$ cat src/rtl/bus_frame_decoder_pkg.sv
// ---------------------------------------------------------------------------
// bus_frame_decoder_pkg
// Shared control-bus definitions for the frame decoder slice:
//   - target ids (mem / SHA / AES / reserved)
//   - header byte field positions
//   - 2-bit FSM state encodings
// No ports (package).
// ---------------------------------------------------------------------------
package bus_frame_decoder_pkg;

    localparam int unsigned NUM_TARGETS  = 3;
    localparam int unsigned DEST_W       = 2;

    // Header byte layout: [7:6] dest, [5:4] opcode, [3:0] ignored
    localparam int unsigned HDR_DEST_LSB = 6;
    localparam int unsigned HDR_OPC_LSB  = 4;

    typedef enum logic [1:0] {
        DEST_MEM  = 2'd0,
        DEST_SHA  = 2'd1,
        DEST_AES  = 2'd2,
        DEST_RSVD = 2'd3
    } dest_t;

    typedef enum logic [1:0] {
        ST_IDLE  = 2'd0,
        ST_ADDR  = 2'd1,
        ST_ISSUE = 2'd2
    } state_t;

endpackage

$ cat src/rtl/bus_frame_decoder_if.sv
// ---------------------------------------------------------------------------
// bus_frame_decoder_if
// Groups the byte-bus, command and completion/ack signals of the frame decoder.
//   slave  : decoder side (consumes bytes/ready/done, produces command/ack/err)
//   master : control-block / target side (the opposite directions)
// Signals:
//   bus_data_in[7:0], bus_valid_in, bus_ready_out   byte stream handshake
//   cmd_valid, cmd_ready, cmd_dest[1:0],
//   cmd_opcode[OPCODEW-1:0], cmd_addr[ADDRW-1:0]    issued command
//   done_in[2:0], ack_out[2:0], err_out             completion / ack / error
// ---------------------------------------------------------------------------
interface bus_frame_decoder_if #(
    parameter int ADDRW   = 24,
    parameter int OPCODEW = 2
) ();

    logic [7:0]         bus_data_in;
    logic               bus_valid_in;
    logic               bus_ready_out;
    logic               cmd_valid;
    logic               cmd_ready;
    logic [1:0]         cmd_dest;
    logic [OPCODEW-1:0] cmd_opcode;
    logic [ADDRW-1:0]   cmd_addr;
    logic [2:0]         done_in;
    logic [2:0]         ack_out;
    logic               err_out;

    modport slave (
        input  bus_data_in, bus_valid_in, cmd_ready, done_in,
        output bus_ready_out, cmd_valid, cmd_dest, cmd_opcode, cmd_addr,
               ack_out, err_out
    );

    modport master (
        output bus_data_in, bus_valid_in, cmd_ready, done_in,
        input  bus_ready_out, cmd_valid, cmd_dest, cmd_opcode, cmd_addr,
               ack_out, err_out
    );

endinterface

$ cat src/rtl/bus_frame_decoder_tracker.sv
// ---------------------------------------------------------------------------
// outstanding_tracker
// Holds one outstanding bit per target, turns completion strobes into
// registered one-cycle acknowledge pulses, and flags completions that arrive
// for a target with nothing outstanding.
// Ports:
//   clk, rst_n       clock, asynchronous active-low reset
//   set_vec[2:0]     command accepted for target i this cycle
//   done_in[2:0]     completion strobe per target
//   outstanding[2:0] registered outstanding bits
//   ack_out[2:0]     registered acknowledge pulse per target
//   spur_evt         combinational: some done_in bit hit an idle target
// ---------------------------------------------------------------------------
module outstanding_tracker
    import bus_frame_decoder_pkg::*;
(
    input  logic                   clk,
    input  logic                   rst_n,
    input  logic [NUM_TARGETS-1:0] set_vec,
    input  logic [NUM_TARGETS-1:0] done_in,
    output logic [NUM_TARGETS-1:0] outstanding,
    output logic [NUM_TARGETS-1:0] ack_out,
    output logic                   spur_evt
);

    logic [NUM_TARGETS-1:0] out_q;
    logic [NUM_TARGETS-1:0] ack_q;

    // A handshake only happens for a free target, so set and clear never
    // collide on a legitimately outstanding bit.
    always_ff @(posedge clk or negedge rst_n) begin
        if (!rst_n) begin
            out_q <= '0;
            ack_q <= '0;
        end else begin
            out_q <= (out_q & ~done_in) | set_vec;
            ack_q <= done_in & out_q;
        end
    end

    assign spur_evt    = |(done_in & ~out_q);
    assign outstanding = out_q;
    assign ack_out     = ack_q;

endmodule

$ cat src/rtl/bus_frame_decoder.sv
// ---------------------------------------------------------------------------
// bus_frame_decoder
// Reassembles byte-serial frames (header + ADDRW/8 address bytes, LSB first)
// into one command per frame and issues it to the addressed target, with at
// most one outstanding command per target.
// Ports:
//   clk, rst_n   clock, asynchronous active-low reset
//   bus          bus_frame_decoder_if.slave: byte stream in, command out,
//                done_in in, ack_out / err_out out
// Parameters:
//   ADDRW   address width, multiple of 8
//   OPCODEW opcode width taken from header bits [4 +: OPCODEW] (<= 2)
// ---------------------------------------------------------------------------
module bus_frame_decoder
    import bus_frame_decoder_pkg::*;
#(
    parameter int ADDRW   = 24,
    parameter int OPCODEW = 2
) (
    input  logic              clk,
    input  logic              rst_n,
    bus_frame_decoder_if.slave bus
);

    localparam int NBYTES = ADDRW / 8;
    localparam int CNTW   = (NBYTES > 1) ? $clog2(NBYTES) : 1;
    localparam logic [CNTW-1:0] CNT_LAST = CNTW'(NBYTES - 1);

    state_t             state_q, state_d;
    logic [CNTW-1:0]    cnt_q;
    logic [1:0]         dest_q;
    logic [OPCODEW-1:0] opc_q;
    logic [ADDRW-1:0]   addr_q;
    logic               err_q;

    logic [NUM_TARGETS-1:0] outstanding;
    logic [NUM_TARGETS-1:0] set_vec;
    logic [NUM_TARGETS-1:0] ack_vec;
    logic [3:0]             busy_vec;
    logic                   spur_evt;
    logic                   rsvd_evt;
    logic                   bus_ready;
    logic                   byte_acc;
    logic                   cmd_valid;
    logic                   handshake;
    logic [1:0]             hdr_dest;

    assign hdr_dest  = bus.bus_data_in[HDR_DEST_LSB +: 2];

    // Ready and valid depend only on registered state, never on cmd_ready.
    // The reserved slot of busy_vec keeps the index in range for any dest_q.
    assign busy_vec  = {1'b1, outstanding};
    assign bus_ready = (state_q != ST_ISSUE);
    assign byte_acc  = bus_ready && bus.bus_valid_in;
    assign cmd_valid = (state_q == ST_ISSUE) && !busy_vec[dest_q];
    assign handshake = cmd_valid && bus.cmd_ready;
    assign set_vec   = handshake ? (3'b001 << dest_q) : '0;

    always_ff @(posedge clk or negedge rst_n) begin
        if (!rst_n) begin
            state_q <= ST_IDLE;
        end else begin
            state_q <= state_d;
        end
    end

    always_comb begin
        state_d  = state_q;
        rsvd_evt = 1'b0;
        unique case (state_q)
            ST_IDLE: begin
                if (byte_acc) begin
                    if (hdr_dest == DEST_RSVD) begin
                        rsvd_evt = 1'b1;
                    end else begin
                        state_d = ST_ADDR;
                    end
                end
            end
            ST_ADDR: begin
                if (byte_acc && (cnt_q == CNT_LAST)) begin
                    state_d = ST_ISSUE;
                end
            end
            ST_ISSUE: begin
                if (handshake) begin
                    state_d = ST_IDLE;
                end
            end
            default: state_d = ST_IDLE;
        endcase
    end

    always_ff @(posedge clk or negedge rst_n) begin
        if (!rst_n) begin
            cnt_q  <= '0;
            dest_q <= '0;
            opc_q  <= '0;
            addr_q <= '0;
            err_q  <= 1'b0;
        end else begin
            err_q <= rsvd_evt | spur_evt;
            if (byte_acc) begin
                if (state_q == ST_IDLE && hdr_dest != DEST_RSVD) begin
                    dest_q <= hdr_dest;
                    opc_q  <= bus.bus_data_in[HDR_OPC_LSB +: OPCODEW];
                    cnt_q  <= '0;
                end else if (state_q == ST_ADDR) begin
                    addr_q[8*cnt_q +: 8] <= bus.bus_data_in;
                    cnt_q                <= cnt_q + 1'b1;
                end
            end
        end
    end

    outstanding_tracker u_tracker (
        .clk         (clk),
        .rst_n       (rst_n),
        .set_vec     (set_vec),
        .done_in     (bus.done_in),
        .outstanding (outstanding),
        .ack_out     (ack_vec),
        .spur_evt    (spur_evt)
    );

    assign bus.bus_ready_out = bus_ready;
    assign bus.cmd_valid     = cmd_valid;
    assign bus.cmd_dest      = dest_q;
    assign bus.cmd_opcode    = opc_q;
    assign bus.cmd_addr      = addr_q;
    assign bus.ack_out       = ack_vec;
    assign bus.err_out       = err_q;

endmodule

$ cat src/flat_wrapper.sv
// flat-port wrapper written by rule: the top's interface ports become plain ports
module bus_frame_decoder_flat import bus_frame_decoder_pkg::*;
#(
    parameter int ADDRW   = 24,
    parameter int OPCODEW = 2
)
  (clk, rst_n, bus_bus_data_in, bus_bus_valid_in, bus_cmd_ready, bus_done_in, bus_bus_ready_out, bus_cmd_valid, bus_cmd_dest, bus_cmd_opcode, bus_cmd_addr, bus_ack_out, bus_err_out);
  bus_frame_decoder_if #(.ADDRW(ADDRW), .OPCODEW(OPCODEW)) bus_i ();
  input  logic clk;
  input  logic rst_n;
  input wire logic [$bits(bus_i.bus_data_in)-1:0] bus_bus_data_in;
  input wire logic [$bits(bus_i.bus_valid_in)-1:0] bus_bus_valid_in;
  input wire logic [$bits(bus_i.cmd_ready)-1:0] bus_cmd_ready;
  input wire logic [$bits(bus_i.done_in)-1:0] bus_done_in;
  output wire logic [$bits(bus_i.bus_ready_out)-1:0] bus_bus_ready_out;
  output wire logic [$bits(bus_i.cmd_valid)-1:0] bus_cmd_valid;
  output wire logic [$bits(bus_i.cmd_dest)-1:0] bus_cmd_dest;
  output wire logic [$bits(bus_i.cmd_opcode)-1:0] bus_cmd_opcode;
  output wire logic [$bits(bus_i.cmd_addr)-1:0] bus_cmd_addr;
  output wire logic [$bits(bus_i.ack_out)-1:0] bus_ack_out;
  output wire logic [$bits(bus_i.err_out)-1:0] bus_err_out;
  assign bus_i.bus_data_in = bus_bus_data_in;
  assign bus_i.bus_valid_in = bus_bus_valid_in;
  assign bus_i.cmd_ready = bus_cmd_ready;
  assign bus_i.done_in = bus_done_in;
  assign bus_bus_ready_out = bus_i.bus_ready_out;
  assign bus_cmd_valid = bus_i.cmd_valid;
  assign bus_cmd_dest = bus_i.cmd_dest;
  assign bus_cmd_opcode = bus_i.cmd_opcode;
  assign bus_cmd_addr = bus_i.cmd_addr;
  assign bus_ack_out = bus_i.ack_out;
  assign bus_err_out = bus_i.err_out;
  bus_frame_decoder #(.ADDRW(ADDRW), .OPCODEW(OPCODEW)) u_core (.clk(clk), .rst_n(rst_n), .bus(bus_i));
endmodule
$ cat config.mk
export PLATFORM = sky130hd
export DESIGN_NAME = bus_frame_decoder_flat
export DESIGN_NICKNAME = d
export VERILOG_FILES = /design/src/rtl/bus_frame_decoder_pkg.sv /design/src/rtl/bus_frame_decoder_if.sv /design/src/rtl/bus_frame_decoder_tracker.sv /design/src/rtl/bus_frame_decoder.sv /design/src/flat_wrapper.sv
export SDC_FILE = /design/constraint.sdc
export NUM_CORES = 1
export LEC_CHECK = 0
export ABC_AREA = 1
export CAP_MARGIN = 25
export CORE_MARGIN = 2
export CORE_UTILIZATION = 43
export DETAILED_ROUTE_END_ITERATION = 7
export PLACE_DENSITY = 0.82
export SLEW_MARGIN = 20
export SYNTH_ARGS = -nofsm -noshare
export SYNTH_HDL_FRONTEND = slang
export SYNTH_SLANG_ARGS = --single-unit
$ cat constraint.sdc
create_clock -name clk -period 1.42 [get_ports clk]
set_input_delay 0.284 -clock clk [delete_from_list [all_inputs] [get_ports clk]]
set_output_delay 0.284 -clock clk [all_outputs]
set_load 0.02 [all_outputs]
**Yosys cells after proc, flatten, opt, wreduce, memory -nomap -nowiden**

Index checks and enable logic that the tools add are counted.

- Input port bits: 15
- Register bits after elaboration: 39
- Output and inout port bits: 34

- $lt $le $gt $ge: 1
- Eq/ne operators: 10
- Multiplexer cells: 14
- Shifts and indexed selects: 3
- Bitwise logic cells: 8
- Reductions and logical operators: 13
- Add/subtract/negate cells: 2

Operators with widths:

| cell | number |
|---|---|
| 5-bit negation with 34-bit output | 1 |
| 8-bit by 34-bit variable shift with 24-bit output, first input constant | 1 |
| 8-bit by 34-bit variable part select with 24-bit output | 1 |
| 24-bit bitwise mux | 1 |
| 2-bit two-way mux | 6 |
| 3-bit AND | 3 |
| 2-bit equality test, second input constant | 3 |
| 2-bit by 1-bit != test with 1-bit output, second input constant | 3 |
| 2-bit != test, second input constant | 3 |
| 3-bit NOT | 2 |
| 2-bit case mux with 3 select lines | 1 |
| 1-bit logical AND | 5 |
| 1-bit two-way mux | 4 |
| 2-bit AND reduction | 2 |
| 4-bit AND reduction | 1 |
| 2-bit by 3-bit < comparator with 1-bit output, second input constant | 1 |
| 3-bit two-way mux | 1 |
| 3-bit OR | 1 |
| 3-bit AND reduction | 1 |
| 3-bit OR reduction | 1 |
| 1-bit by 2-bit << shifter with 3-bit output, first input constant | 1 |
| 2-bit by 1-bit adder with 2-bit output, second input constant | 1 |
| 1-bit binary-select mux with 2-bit select | 1 |
| 2-bit by 1-bit equality test with 1-bit output, second input constant | 1 |
| 5 further kinds | 5 |

**Depth between registers and ports, before layout**

- Word-level depth: 7
- Gate-level depth with buffers: 7
- Gate-level depth less buffers: 7

**Modules after synthesis**

A second synthesis with hierarchy kept.

- Cells, all modules: 215
- Area total of the unflattened synthesis: 1845.5 um^2

By module, submodules not included:

| module | cells an instance | times used | area each (um^2) | sequential area each (um^2) |
|---|---|---|---|---|
| bus_frame_decoder | 193 | 1 | 1622.8 | 825.8 |
| outstanding_tracker | 22 | 1 | 222.7 | 150.1 |

**Least setup slack after synthesis**

OpenSTA, ideal clock, no wires.

- Path type: reg-to-reg
- Start: register u_core.cnt_q[0]
- End: register u_core.addr_q[0] (netlist: u_core.bus.cmd_addr[0])
- Buffers on the path: 1
- Setup slack: -0.087 ns
- Stages on the path, launching flop included: 7
- Clock period less this slack: 1.507 ns
- Library setup time: 0.066 ns
- Data arrival time: 1.441 ns
- Path through: dfrtp_1 > inv_1 > ha_1 > clkbuf_1 > nor2_1 > nand3_1 > nand2_1

- Longest elaborated chain between the ends: 3
- Elaborated cells between the ends (all ways): 4
- Classes of those cells: 1 x add/sub; 2 x shift; 1 x mux

Ends and longest elaborated chain:

| item | line | RTL |
|---|---|---|
| from (decl) | bus_frame_decoder.sv:30 | `logic [CNTW-1:0] cnt_q;` |
| from (signal assigned) | bus_frame_decoder.sv:110 | `cnt_q <= cnt_q + 1'b1;` |
| 5-bit negation with 34-bit output * | bus_frame_decoder.sv:109 | `addr_q[8*cnt_q +: 8] <= bus.bus_data_in;` |
| 8-bit by 34-bit variable part select with 24-bit output or 8-bit by 34-bit variable shift with 24-bit output (tied branches) | bus_frame_decoder.sv:109 |  |
| 24-bit bitwise mux * | bus_frame_decoder.sv:109 |  |
| to (signal, indexed assignment) | bus_frame_decoder.sv:109 |  |
| to (decl) | bus_frame_decoder.sv:33 | `logic [ADDRW-1:0] addr_q;` |

Every way passes the cells marked *; elsewhere a longest branch is shown, timed or not.
A chain may end at the register's enable or synchronous reset.

**Worst setup path in the final report**

- Start: register u_core.dest_q[1] (netlist: u_core.bus.cmd_dest[1])
- End: output port bus_cmd_valid

- Longest elaborated chain between the ends: 4

Ends and longest elaborated chain:

| item | line | RTL |
|---|---|---|
| from (decl) | bus_frame_decoder.sv:31 | `logic [1:0] dest_q;` |
| from (signal assigned) | bus_frame_decoder.sv:105 | `dest_q <= hdr_dest;` |
| 1-bit binary-select mux with 2-bit select | bus_frame_decoder.sv:55 | `assign cmd_valid = (state_q == ST_ISSUE) && !busy_vec[dest_q];` |
| 1-bit two-way mux (implied by the code) | bus_frame_decoder.sv:55 |  |
| 1-bit zero test | bus_frame_decoder.sv:55 |  |
| 1-bit logical AND | bus_frame_decoder.sv:55 |  |
| to (decl) | flat_wrapper.sv:16 | `output wire logic [$bits(bus_i.cmd_valid)-1:0] bus_cmd_valid;` |

Every way passes these cells. The select of a mux whose other input is x is not followed.

==> summary.md <==
| Metric | Value |
|---|---|
| Status | finished with violations |
| Failing checks | setup timing |
| Share of post-route cells with drive strength above 1 | 24.41% |
| Post-DP HPWL | 3.289 mm |
| DRC viols | 0 |
| First-pass GRT wire length | approximately 7.4 mm |
| Antenna viol nets, final | 0 |
| Crit path arrival time | 1170 ps |
| Slew HR | 79.41% |
| DRT Pass-1 Iters | 4 |
| Leakage | 0.001564 µW |
| Final instance area | 0.002708 mm² |
| Data required, critical path | between 1000 and 1500 ps |
| CTS tree | yes |
| Site Rows | 23 |
| Overall global routing resource usage | 21.63% |
| Worst-Margin Slew | approximately 310 ps |
| Syn_area_per_cell | around 8.5 µm² |
| Clock Skews | 10.99 ps |
| Internal | slightly above 3000 µW |
| # setup viols final | 1 |
| Via/cell ratio | 5.070 |
| GPL Wtd Cong | 0.8289 |
| CTS root buf | clkbuf_8 |
| Final Max Slew Viols | 0 |
| Max_cap viols | 0 |
| Worst Hold Class | input pin to asynchronous set/reset pin |
| Final period util | 102.1% |
| Area of placed instances | 0.002510 mm² |
| Gate Count Post-Synth | 214 |
| Inserted Diodes | 0 |
| Yosys top cell by area | dfrtp_1 |
| Crit Path Max Fanout | 3 |
| Vias in the first global route | between 1500 and 2000 |
| Combinational share of power | 53.8% |
| Initial antenna violation count | 0 |
| Unrepaired setup endpoints after global routing | yes |
| Netlist cell types | 18 |
| Flop pwr share | 31.2% |
| Register area share after synthesis | between 50% and 60% |
| Final Hold Viols | 0 |
| Vias | 1749 |
| PnR worst setup slack | -29.99 ps |
| Area Overhead vs Synth | 49.34% |
| P_sw | roughly 2400 µW |
| Io pins | 49 |
| Clock Tree Buf Depth | 2 |
| Largest net degree at the start of global routing | 40 |
| Crit path time final | 1450 ps |
| Fin util | 67.21% |
| Max Fclk | ~690 MHz |
| Clock slew at reported path FFs | 80 ps |
| Synthesized Nets | 233 |
| Clock Sinks | 39 |
| Cts bufs inserted | 5 |
| Total grt overflow | 0 |
| Switching share of total power | 43.74% |
| Yosys reg bits | 39 |
| Pwr Density | 2011 mW/mm² |
| Core ar. | 0.004029 mm² |
| Die Footprint | about 0.0048 mm² |
| Number of port buffers | 48 |
| CP startpoint kind | flop |
| Die W | 68.93 µm |
| Dominant cells by area after synthesis | dfrtp_1 (54%), nand2_1 (13%), nand3_1 (8.0%) |
| Synthesized cell area | 0.001813 mm² |
| Initial Util | 45.00% |
| Clock share of power | approximately 15% |
| Die height | 68.93 µm |
| Worst Setup End Kind | output port |
| Peak supply drop | around 1.3 mV |
| H-tree depth | 2 |
| Clock latency on the worst-skew pair | 300 ps |
| Layout Nets | 313 |
| Critical path class | flop to output port |
| Yosys warnings | 0 |
| Top-area cell type share of the netlist area | 53.83% |
| Starting DRC count in detailed routing | ~110 |
| Final WL | 4.722 mm |
| WL/cell | ~14 µm |
placed cells by master, fill, tap and decap left out, types with 4 or more instances in the layout:
cell             instances
buf_4                   22
clkbuf_8                 7
clkdlybuf4s50_1         13
dfrtp_1                 39
dlygate4sd2_1           30
inv_1                   19
inv_2                    9
nand2_1                 61
nand2_2                  4
nand3_1                 27
nand4_1                  4
nor2_1                   6
nor2_4                   4
o21ai_0                 18
registers in the layout (all words and copies together) (netlist names):
signal,cells
u_core.bus.cmd_dest,2
u_core.bus.err_out,1
u_core.bus.cmd_opcode,2
u_core.cnt_q,2
u_core.bus.cmd_addr,24
u_core.u_tracker.outstanding,3
u_core.u_tracker.ack_out,3
u_core.state_q,2
cell families after synthesis:
group	count (synthesis)	share of synthesized area [%]
and+or+nand+nor	114	29.33
DFF	39	53.83
buffers and inverters	33	7.247
AOI/OAI and AO/OA	24	6.832
adders and majority gates	4	2.761
metal layers:
| metal | GRT usage (%) | part of all wire, % | vias to the layer above |
|---|---|---|---|
| li1 | - | - | 851 |
| met1 | 26.10 | 42 | 834 |
| met2 | 36.18 | 51 | 56 |
| met3 | 5.519 | 5.1 | 8 |
| met4 | 10.05 | 1.8 | 0 |
| met5 | 0 | 0 | - |
repair_timing:
| action | CTS | global route |
|---|---|---|
| setup buffers | 0 | 5 |
| hold endpoints to repair | 39 | 0 |
| endpoints found under the setup margin | 50 | 26 |
| hold buffers | 1 | 0 |
| gates resized for setup | 55 | 21 |
| cloned | 0 | 2 |
| pin swaps | 2 | 3 |
worst paths after layout:
kind	start	end	slack (ps)	cells after the start
setup / recovery	u_core.bus.cmd_dest[1]	bus_cmd_valid	-30	5
hold / removal	rst_n	u_core.bus.cmd_addr[13]	480	3
setup reg to reg	u_core.cnt_q[0]	u_core.bus.cmd_addr[18]	20	8
hold reg to reg	u_core.bus.cmd_addr[19]	u_core.bus.cmd_addr[19]	480	2
max in group asynchronous	rst_n	u_core.bus.cmd_addr[9]	750	3
min in group clk	u_core.bus.cmd_addr[19]	u_core.bus.cmd_addr[19]	480	2
per-stage QoR:
stage / worst slack (ps) / cells / setup TNS (ps) / hold slack [ps] / power [µW]
finish: -29.99 / 345 / -29.99 / 476.4 / 5446
global route: -90.64 / 345 / -641.9 / 509.8 / 5785
CTS: -14.21 / 338 / -14.21 / 478.9 / 5126
detailed placement: -240.1 / 329 / -3088 / 266.2 / 4398
global placement: -221.4 / 329 / -2161 / 265.1 / 4305
floorplan: 1.481 / 214 / 0 / -11.59 / 3109
Yosys cell counts:
master / number
nand2_1: 63
buf_6: 1
ha_1: 4
a21oi_1: 3
inv_1: 28
nand2_2: 2
nand3_1: 29
inv_2: 2
o2111ai_1: 1
nor2_2: 1
clkbuf_1: 2
nor2_1: 10
nor2_8: 2
nor3_4: 1
o21ai_0: 20
or2_2: 2
dfrtp_1: 39
nand4_1: 4
power by group through the flow:
| stage | clock network, µW | registers (µW) | logic [µW] |
|---|---|---|---|
| final | 817 | 1700 | 2930 |
| after global routing | 885 | 1740 | 3160 |
| after CTS | 834 | 1680 | 2610 |
| after detailed placement | 0 | 1680 | 2710 |
| after global placement | 0 | 1670 | 2630 |
| after floorplan | 0 | 2070 | 1030 |
worst max-delay path, stage by stage (launching register included):
cell,delay [ps]
dfrtp_1,410
inv_2,80
nand3_2,70
nand2_2,70
a21oi_2,100
buf_4,150
final cells by class:
| class | count | area (µm²) |
|---|---|---|
| Clock buffer | 8 | 100.1 |
| Fill cell | 321 | 1321 |
| Inverter | 30 | 120.1 |
| Multi-Input combinational cell | 142 | 788.3 |
| Sequential cell | 39 | 975.9 |
| Tap cell | 50 | 62.56 |
| Timing Repair Buffer | 74 | 650.6 |
| Timing Repair inverter | 2 | 10.01 |
No activity file was read; power rests on OpenSTA's default activity.
